$ cat config.mk
export PLATFORM = sky130hd
export DESIGN_NAME = imem_loader
export DESIGN_NICKNAME = d
export VERILOG_FILES = /design/src/rtl/imem_loader_pkg.sv /design/src/rtl/imem_word_packer.sv /design/src/rtl/imem_loader.sv
export SDC_FILE = /design/constraint.sdc
export NUM_CORES = 1
export LEC_CHECK = 0
export CAP_MARGIN = 5
export CORE_MARGIN = 8
export CORE_UTILIZATION = 50
export CTS_CLUSTER_SIZE = 30
export DETAILED_ROUTE_END_ITERATION = 8
export HOLD_SLACK_MARGIN = 0.08
export PLACE_DENSITY = 0.8
export SLEW_MARGIN = 20
export SYNTH_ARGS = -nofsm -noshare
export SYNTH_HDL_FRONTEND = slang
export SYNTH_SLANG_ARGS = --single-unit
$ cat constraint.sdc
create_clock -name clk -period 1.9 [get_ports clk]
set_input_delay 0.19 -clock clk [delete_from_list [all_inputs] [get_ports clk]]
set_output_delay 0.19 -clock clk [all_outputs]
set_load 0.01 [all_outputs]
$ cat src/rtl/imem_loader_pkg.sv
`default_nettype none
// ============================================================================
// Module   : imem_loader_pkg
// Brief    : Shared FSM encoding and counter widths for the instruction loader.
// Revision : 1.0
// ============================================================================
package imem_loader_pkg;

    typedef enum logic [2:0] {
        ST_IDLE   = 3'd0,
        ST_HEADER = 3'd1,
        ST_LOAD   = 3'd2,
        ST_CHECK  = 3'd3,
        ST_ERR    = 3'd4
    } state_t;

    localparam int BYTES_PER_WORD = 4;
    localparam int BYTE_IDX_W     = 2;

    // One extra bit so a full memory (2^addr_w words) is representable.
    function automatic int word_cnt_w(input int addr_w);
        return addr_w + 1;
    endfunction

    function automatic int gap_cnt_w(input int timeout_cyc);
        return $clog2(timeout_cyc + 1);
    endfunction

endpackage
`default_nettype wire

$ cat src/rtl/imem_word_packer.sv
`default_nettype none
// ============================================================================
// Module   : imem_word_packer
// Brief    : Big-endian byte-to-word assembly and running XOR checksum.
// Revision : 1.0
// ============================================================================
module imem_word_packer
    import imem_loader_pkg::*;
(
    input  logic        clk,
    input  logic        rst,
    input  logic        i_clear,
    input  logic        i_hdr_acc,
    input  logic        i_data_acc,
    input  logic [7:0]  i_data,
    output logic        o_word_done,
    output logic [31:0] o_word,
    output logic [7:0]  o_csum
);

    logic [BYTE_IDX_W-1:0] r_idx;
    logic [23:0]           r_shift;
    logic [7:0]            r_csum;

    always_ff @(posedge clk) begin
        if (rst || i_clear) begin
            r_idx   <= '0;
            r_shift <= '0;
            r_csum  <= '0;
        end else begin
            if (i_hdr_acc || i_data_acc) begin
                r_csum <= r_csum ^ i_data;
            end
            if (i_data_acc) begin
                r_shift <= {r_shift[15:0], i_data};
                r_idx   <= r_idx + BYTE_IDX_W'(1);
            end
        end
    end

    // The fourth byte completes the word in the same cycle it is accepted.
    assign o_word      = {r_shift, i_data};
    assign o_word_done = i_data_acc && (r_idx == BYTE_IDX_W'(BYTES_PER_WORD - 1));
    assign o_csum      = r_csum;

endmodule
`default_nettype wire

$ cat src/rtl/imem_loader.sv
`default_nettype none
// ============================================================================
// Module   : imem_loader
// Brief    : Loads a checksummed byte stream into instruction memory while
//            holding the CPU in reset; releases the CPU on a good checksum.
// Revision : 1.0
// ============================================================================
module imem_loader
    import imem_loader_pkg::*;
#(
    parameter int ADDR_W      = 6,
    parameter int TIMEOUT_CYC = 100000
) (
    input  logic              clk,
    input  logic              rst,
    input  logic              start,
    input  logic              in_valid,
    input  logic [7:0]        in_data,
    output logic              in_ready,
    output logic              im_we,
    output logic [ADDR_W-1:0] im_waddr,
    output logic [31:0]       im_wdata,
    output logic              cpu_rst_n,
    output logic              busy,
    output logic              done,
    output logic              err
);

    localparam int WCNT_W = word_cnt_w(ADDR_W);
    localparam int GAP_W  = gap_cnt_w(TIMEOUT_CYC);
    localparam logic [WCNT_W-1:0] c_max_words = WCNT_W'(1) << ADDR_W;
    localparam logic [GAP_W-1:0]  c_gap_limit = GAP_W'(TIMEOUT_CYC - 1);

    state_t              r_state;
    state_t              w_state_nxt;

    logic                r_in_ready;
    logic                r_im_we;
    logic [ADDR_W-1:0]   r_im_waddr;
    logic [31:0]         r_im_wdata;
    logic                r_cpu_rst_n;
    logic                r_busy;
    logic                r_done;
    logic                r_err;

    logic [ADDR_W-1:0]   r_addr;
    logic [WCNT_W-1:0]   r_words;
    logic [WCNT_W-1:0]   r_nwords;
    logic [GAP_W-1:0]    r_gap;

    logic                w_accept;
    logic                w_hdr_acc;
    logic                w_data_acc;
    logic                w_start_load;
    logic                w_load_ok;
    logic                w_timeout;
    logic                w_last_word;
    logic                w_busy_nxt;
    logic [GAP_W-1:0]    w_gap_nxt;
    logic [WCNT_W-1:0]   w_hdr_n;
    logic                w_word_done;
    logic [31:0]         w_word;
    logic [7:0]          w_csum;

    assign w_accept    = in_valid && r_in_ready;
    assign w_hdr_acc   = w_accept && (r_state == ST_HEADER);
    assign w_data_acc  = w_accept && (r_state == ST_LOAD);
    assign w_gap_nxt   = r_gap + GAP_W'(1);
    // Fires on the idle cycle that would bring the gap count to its limit.
    assign w_timeout   = !w_accept && (w_gap_nxt >= c_gap_limit);
    assign w_last_word = (r_words == r_nwords - WCNT_W'(1));

    // Header 0 or anything beyond the memory size means "fill the memory".
    always_comb begin
        if ((in_data == 8'd0) || ({24'd0, in_data} > 32'(c_max_words))) begin
            w_hdr_n = c_max_words;
        end else begin
            w_hdr_n = WCNT_W'(in_data);
        end
    end

    imem_word_packer u_packer (
        .clk         (clk),
        .rst         (rst),
        .i_clear     (w_start_load),
        .i_hdr_acc   (w_hdr_acc),
        .i_data_acc  (w_data_acc),
        .i_data      (in_data),
        .o_word_done (w_word_done),
        .o_word      (w_word),
        .o_csum      (w_csum)
    );

    always_ff @(posedge clk) begin
        if (rst) begin
            r_state <= ST_IDLE;
        end else begin
            r_state <= w_state_nxt;
        end
    end

    always_comb begin
        w_state_nxt  = r_state;
        w_start_load = 1'b0;
        w_load_ok    = 1'b0;
        case (r_state)
            ST_IDLE, ST_ERR: begin
                if (start) begin
                    w_state_nxt  = ST_HEADER;
                    w_start_load = 1'b1;
                end
            end
            ST_HEADER: begin
                if (w_accept) begin
                    w_state_nxt = ST_LOAD;
                end else if (w_timeout) begin
                    w_state_nxt = ST_ERR;
                end
            end
            ST_LOAD: begin
                if (w_word_done && w_last_word) begin
                    w_state_nxt = ST_CHECK;
                end else if (w_timeout) begin
                    w_state_nxt = ST_ERR;
                end
            end
            ST_CHECK: begin
                if (w_accept) begin
                    if (in_data == w_csum) begin
                        w_state_nxt = ST_IDLE;
                        w_load_ok   = 1'b1;
                    end else begin
                        w_state_nxt = ST_ERR;
                    end
                end else if (w_timeout) begin
                    w_state_nxt = ST_ERR;
                end
            end
            default: begin
                w_state_nxt = ST_IDLE;
            end
        endcase
    end

    assign w_busy_nxt = (w_state_nxt == ST_HEADER) || (w_state_nxt == ST_LOAD) ||
                        (w_state_nxt == ST_CHECK);

    always_ff @(posedge clk) begin
        if (rst) begin
            r_in_ready  <= 1'b0;
            r_im_we     <= 1'b0;
            r_im_waddr  <= '0;
            r_im_wdata  <= '0;
            r_cpu_rst_n <= 1'b0;
            r_busy      <= 1'b0;
            r_done      <= 1'b0;
            r_err       <= 1'b0;
            r_addr      <= '0;
            r_words     <= '0;
            r_nwords    <= '0;
            r_gap       <= '0;
        end else begin
            r_in_ready <= w_busy_nxt;
            r_busy     <= w_busy_nxt;
            r_err      <= (w_state_nxt == ST_ERR);
            r_done     <= w_load_ok;
            r_im_we    <= w_word_done;

            if (w_word_done) begin
                r_im_waddr <= r_addr;
                r_im_wdata <= w_word;
                r_addr     <= r_addr + ADDR_W'(1);
                r_words    <= r_words + WCNT_W'(1);
            end

            if (w_hdr_acc) begin
                r_nwords <= w_hdr_n;
            end

            if (w_start_load) begin
                r_addr   <= '0;
                r_words  <= '0;
                r_nwords <= '0;
            end

            if (w_start_load || w_accept || !r_busy) begin
                r_gap <= '0;
            end else begin
                r_gap <= w_gap_nxt;
            end

            // The CPU stays held from start until a good checksum releases it.
            if (w_load_ok) begin
                r_cpu_rst_n <= 1'b1;
            end else if (w_start_load || (w_state_nxt == ST_ERR)) begin
                r_cpu_rst_n <= 1'b0;
            end
        end
    end

    assign in_ready  = r_in_ready;
    assign im_we     = r_im_we;
    assign im_waddr  = r_im_waddr;
    assign im_wdata  = r_im_wdata;
    assign cpu_rst_n = r_cpu_rst_n;
    assign busy      = r_busy;
    assign done      = r_done;
    assign err       = r_err;

endmodule
`default_nettype wire
# Yosys cells after proc, flatten, opt, wreduce, memory -nomap -nowiden
# Cells that the tools add are included.
# word_totals
wordCells	71
input_bits	12
out_inout_bits	44
register_bits	117
# classes
reduce_logical	22
n_eq_ne	11
addsub	5
n_mux	15
n_bitwise	1
magnitude_cmp	2
# ops
op	count
3-bit 2-to-1 mux	6
17-bit by 1-bit adder with 17-bit output (second input constant)	1
17-bit greater-or-equal comparator (second input constant)	1
3-bit by 2-bit equality test with 1-bit output (second input constant)	4
3-bit one-hot mux with 4 select lines	1
8-bit equality test	1
8-bit by 7-bit greater-than comparator with 1-bit output (second input constant)	1
8-bit logical NOT	1
1-bit logical OR	8
8-bit bitwise XOR	1
7-bit by 1-bit adder with 7-bit output (second input constant)	1
7-bit equality test	1
1-bit 2-to-1 mux	7
7-bit 2-to-1 mux	1
7-bit by 1-bit subtractor with 7-bit output (second input constant)	1
6-bit by 1-bit adder with 6-bit output (second input constant)	1
3-bit by 1-bit equality test with 1-bit output (second input constant)	2
3-bit equality test (second input constant)	2
1-bit logical AND	6
2-bit OR reduction	3
3-bit logical NOT	1
2-bit by 1-bit adder with 2-bit output (second input constant)	1
2-bit equality test (second input constant)	1
1-bit logical NOT	2
2-bit nonzero test	1

# Depth between registers and ports, before layout
# logic_depth
ltp_word	10
depth_mapped	9
depth_no_buf	9

# Cells and area by module
# Synthesis repeated with hierarchy kept, for this count alone.
# unflattened
hier_cells	566
hier_area_um2	5345.1
# by_module_without_submodules
module	seq_area_each_um2	area_each_um2	cells_each	instances
imem_loader	1661.6	3891.2	426	1
imem_word_packer	680.7	1453.9	140	1

# Least setup slack after synthesis
# Ideal clock, no wire load.
# synth_timing
kind	reg2reg
from	register, netlist name busy
to	register r_addr[5]
t_required_ns	1.830
stages_incl_launch_ff	8
setup_time_ns	0.070
n_path_buf	1
setup_slack_ns	-0.102
period_less_slack_ns	2.002
arrival_ns	1.932
path_cell_list	dfxtp_1 nand2_1 nor4b_4 and2_2 buf_6 nand4_4 or3_1 a21oi_1
# synth_lines
element	line	rtl
end signal: assignment	imem_loader.sv:172	r_addr <= r_addr + ADDR_W'(1);
end: declaration	imem_loader.sv:46	logic [ADDR_W-1:0] r_addr;

# Worst setup path after layout
# layout_timing
from	register r_gap[0]
to	register r_busy, in the netlist busy
# layout_via
elab_chain_cells	9
elab_cells_between_ends	13
classes_between	add/sub (1); order compare (1); eq/ne (3); mux (5); reduce/logical (3)
# layout_lines
element	line	rtl
start: declaration	imem_loader.sv:49	logic [GAP_W-1:0] r_gap;
start signal: assignment	imem_loader.sv:189	r_gap <= w_gap_nxt;
17-bit by 1-bit adder with 17-bit output *	imem_loader.sv:68	assign w_gap_nxt = r_gap + GAP_W'(1);
17-bit greater-or-equal comparator *	imem_loader.sv:70	assign w_timeout = !w_accept && (w_gap_nxt >= c_gap_limit);
1-bit logical AND *	imem_loader.sv:70	
3-bit 2-to-1 mux *	imem_loader.sv:116, imem_loader.sv:123, imem_loader.sv:135	
3-bit 2-to-1 mux, on equally long branches	imem_loader.sv:128, imem_loader.sv:114, imem_loader.sv:121	
3-bit one-hot mux with 4 select lines *	imem_loader.sv:106	case (r_state)
3-bit by 1-bit equality test with 1-bit output / 3-bit by 2-bit equality test with 1-bit output (equally long branches)	imem_loader.sv:145	assign w_busy_nxt = (w_state_nxt == ST_HEADER) || (w_state_nxt == ST_LOAD) ||
1-bit logical OR	imem_loader.sv:145	
1-bit logical OR *	imem_loader.sv:145	
end signal: assignment	imem_loader.sv:164	r_busy <= w_busy_nxt;
end: declaration	imem_loader.sv:42	logic r_busy;
# Mark *: on every way between the ends. The rest lies on a longest branch, timed or not.
# A chain may end at the register's enable or synchronous reset.

==> run_results.csv <==
group,metric,value,unit
critical_path,cp.required,2290,ps
critical_path,crit_type,"reg2reg",
critical_path,path_cells,"ha_4, and2_4, nand2_2, or4_4, o21ai_2, a21oi_2, a31oi_4, o21a_1, o21bai_1",
routing,drt_wl_total,12850,um
status,outcome,"complete, but fails checks",
clocking,root_buffer,"clkbuf_8",
routing,drtIter0Drc,264,
pwr,leakagePower,0.002362,uW
synthesis,synth_compound_area_frac,0.1286,
clocking,clk_pin_slew,60,ps
synthesis,synth.distinct_cells,54,
floorplan,boundaryPins,56,
placed_design,hpwlAfterDp,8324,um
min_path,hold_path_class,"in2reg",
run,cap_viol_max_count,0,
synthesis,synth_top_family_by_area,"simple AND/OR/NAND/NOR gates",
cells_and_area,fin_area,6610,um^2
floorplan,die_h,114.9,um
clocking,h-tree-depth,4,
sta,hold_violations,0,
cells_and_area,final_cell_mix,"nand2_1, dfxtp_1, a21oi_1, buf_4, clkdlybuf4s50_1",
pwr,max-vdd-ir-drop,0.6831,mV
critical_path,startpoint_type,"flip-flop",
sta,worstMarginPinSlew,549.0,ps
synthesis,ys_seq_area_frac,0.4794,
clocking,cts_sinks,117,
synthesis,synth_xor_area_frac,0.08963,
global_route,grt.total_usage,0.1994,
global_route,antenna_found_initial,0,
routing,post-route-drc-count,0,
routing,num_vias,4527,
sta,setup-violations-final,4,
synthesis,synth_top_flop_cell,"dfxtp_1",
sta,relSlewSlack,0.6340,
synthesis,synth_cells,598,
critical_path,critPathSlowestCell,"or4_4",
cells_and_area,area_growth,35.29,%
global_route,grt_start_max_net_pins,55,
synthesis,synth_area,4886,um^2
cells_and_area,drive_gt1_frac,0.1794,
sta,finalMaxSlewViolations,0,
sta,min_period,1970,ps
pwr,pwr_density_cell,906.7,nW/um^2
floorplan,std_cell_rows,36,
placed_design,gp_congestion,0.8346,
synthesis,ys_warn_count,0,
routing,drt_pass1_iterations,6,
floorplan,start_util,0.5069,
placed_design,io_buffers,55,
cells_and_area,antennaDiodeCount,0,
synthesis,synth_fa_ha_area_frac,0.01536,
clocking,numCtsBuffers,17,
cells_and_area,fin_nets,713,
global_route,grt_pass1_vias,4543,
critical_path,worstSetupEndpointType,"flip-flop",
critical_path,cpPeakStageDelay,410,ps
sta,post-route-period-util,1.037,
global_route,grt_pass1_wl,21250,um
synthesis,syn_nets,616,
synthesis,synth.mux.area_fraction,0.004353,
routing,wl_per_cell,15.28,um
sta,worst_slack,-70.03,ps
floorplan,die_w,114.9,um
clocking,clk_latency,510,ps
routing,ant_nets,0,
synthesis,async_flop_share,0,
critical_path,critPathMaxFanout,7,
placed_design,pre_cts_ws,-289.5,ps
critical_path,critPathArrivalTime,2360,ps
synthesis,ys_seq_elements,117,
status,violations,"negative setup slack",
sta,max_freq,0.5076,GHz
synthesis,syn_avg_cell_area,8.170,um^2
cells_and_area,multi_input_area,2461,um^2
cells_and_area,layout_commonest_cell,"nand2_1",
sta,rsz0062_at_grt,"yes",
cells_and_area,filler_cell_count,705,
placed_design,place_area,5909,um^2
global_route,gr-total-overflow,0,
floorplan,core,9639,um^2
sta,final.setup_skew,6.957,ps
clocking,cts_tree,"built",
routing,vias_per_cell,5.383,
clocking,cts_buffer_depth,2,
synthesis,yosys.area_share.simple,0.2474,
cells_and_area,regArea,2360,um^2
floorplan,dieArea,13190,um^2
synthesis,synth-edff-count,0,
==> worst max-delay path: cells and delay by family (launching register included) <==
kind	cells	cell delay, ps
compound gates	5	650
fa+ha+maj	1	160
flops	1	400
simple gates	3	630
==> synth_stat cells, drive strengths merged, types with 2 or more instances <==
cell type,n,share of area
nand3,7,0.0097
nor2b,2,0.0026
nand2,160,0.12
clkbuf,27,0.021
and3,2,0.0026
nor4b,2,0.0067
a21oi,78,0.080
o21ai,13,0.013
a21o,2,0.0031
nor2,54,0.041
or4,2,0.0031
buf,8,0.0097
dfxtp,117,0.48
ha,6,0.015
xor2,33,0.059
inv,6,0.0046
a31oi,3,0.0051
a22oi,8,0.012
nand3b,2,0.0031
and2,4,0.0054
and4,3,0.0059
or3,6,0.0077
nand2b,3,0.0038
nand4,9,0.015
nor4,3,0.0038
xnor2,17,0.030
nor3,6,0.0072
==> timing repair <==
action                                 4_1_cts  5_1_grt
hold buffers                                 0        0
pin swaps                                    5        8
endpoints found under the hold margin        0        0
resized for setup                           10       17
setup buffers                                1        0
setup endpoints to repair                    6       17
==> per-layer routing <==
layer	GRT usage	vias to the layer above	routed length, um
li1	-	2189	-
met3	0.05462	23	832
met5	0	-	0
met4	0.07881	0	209
met2	0.3539	158	6665
met1	0.2211	2157	5147
==> flip-flops by register name (all words and copies together), names as in the netlist <==
name / cells
im_we: 1
im_waddr: 6
r_nwords: 7
u_packer.r_idx: 2
r_addr: 6
im_wdata: 32
cpu_rst_n: 1
err: 1
r_words: 7
done: 1
r_state: 3
u_packer.o_csum: 8
r_gap: 17
u_packer.r_shift: 24
busy: 1
==> layout make-up <==
class,count,area share
Tap cell,133,0.02518
Inverter,6,0.003407
Clock inverter,15,0.02915
Clock buffer,17,0.06265
Timing Repair Buffer,113,0.1503
Multi-Input combinational cell,440,0.3723
Sequential cell,117,0.3570
==> final timing paths <==
check / from / endpoint / slack (ps) / cells after the start
worst max-delay path: r_gap[0]$_SDFF_PP0_ / busy$_SDFF_PP0_ / -70 / 9
worst min-delay path: rst / im_wdata[4]$_SDFFE_PP0P_ / 130 / 3
worst max register to register: r_gap[0]$_SDFF_PP0_ / busy$_SDFF_PP0_ / -70 / 9
worst min register to register: im_wdata[27]$_SDFFE_PP0P_ / im_wdata[27]$_SDFFE_PP0P_ / 450 / 2
==> power by group <==
group / switching [uW] / internal (uW) / total (uW) / leakage [uW]
logic: 153 / 113 / 267 / 0.00112
clock network: 1200 / 2030 / 3230 / 0.000296
registers: 23.3 / 2470 / 2490 / 0.000947
total: 1380 / 4610 / 5990 / 0.00236
==> metrics by stage <==
step | power, uW | util | setup TNS (ps) | cells | hold WS [ps]
6_report | 5993 | 0.6857 | -154.5 | 841 | 132.0
5_1_grt | 6167 | 0.6857 | -440.9 | 841 | 125.8
4_1_cts | 6022 | 0.6808 | -241.1 | 841 | 119.5
3_5_place_dp | 2802 | 0.6131 | -18490 | 808 | 446.4
3_3_place_gp | 2793 | 0.6131 | -15450 | 808 | 443.5
2_1_floorplan | 2687 | - | -15.96 | 598 | 326.0
==> cell families after synthesis <==
kind of cell | count (synthesis)
compound gates | 113
simple gates | 269
buf+inv | 41
xor+xnor | 50
flops | 117
fa+ha+maj | 6
mux | 2
(Power assumes the default switching activity.)
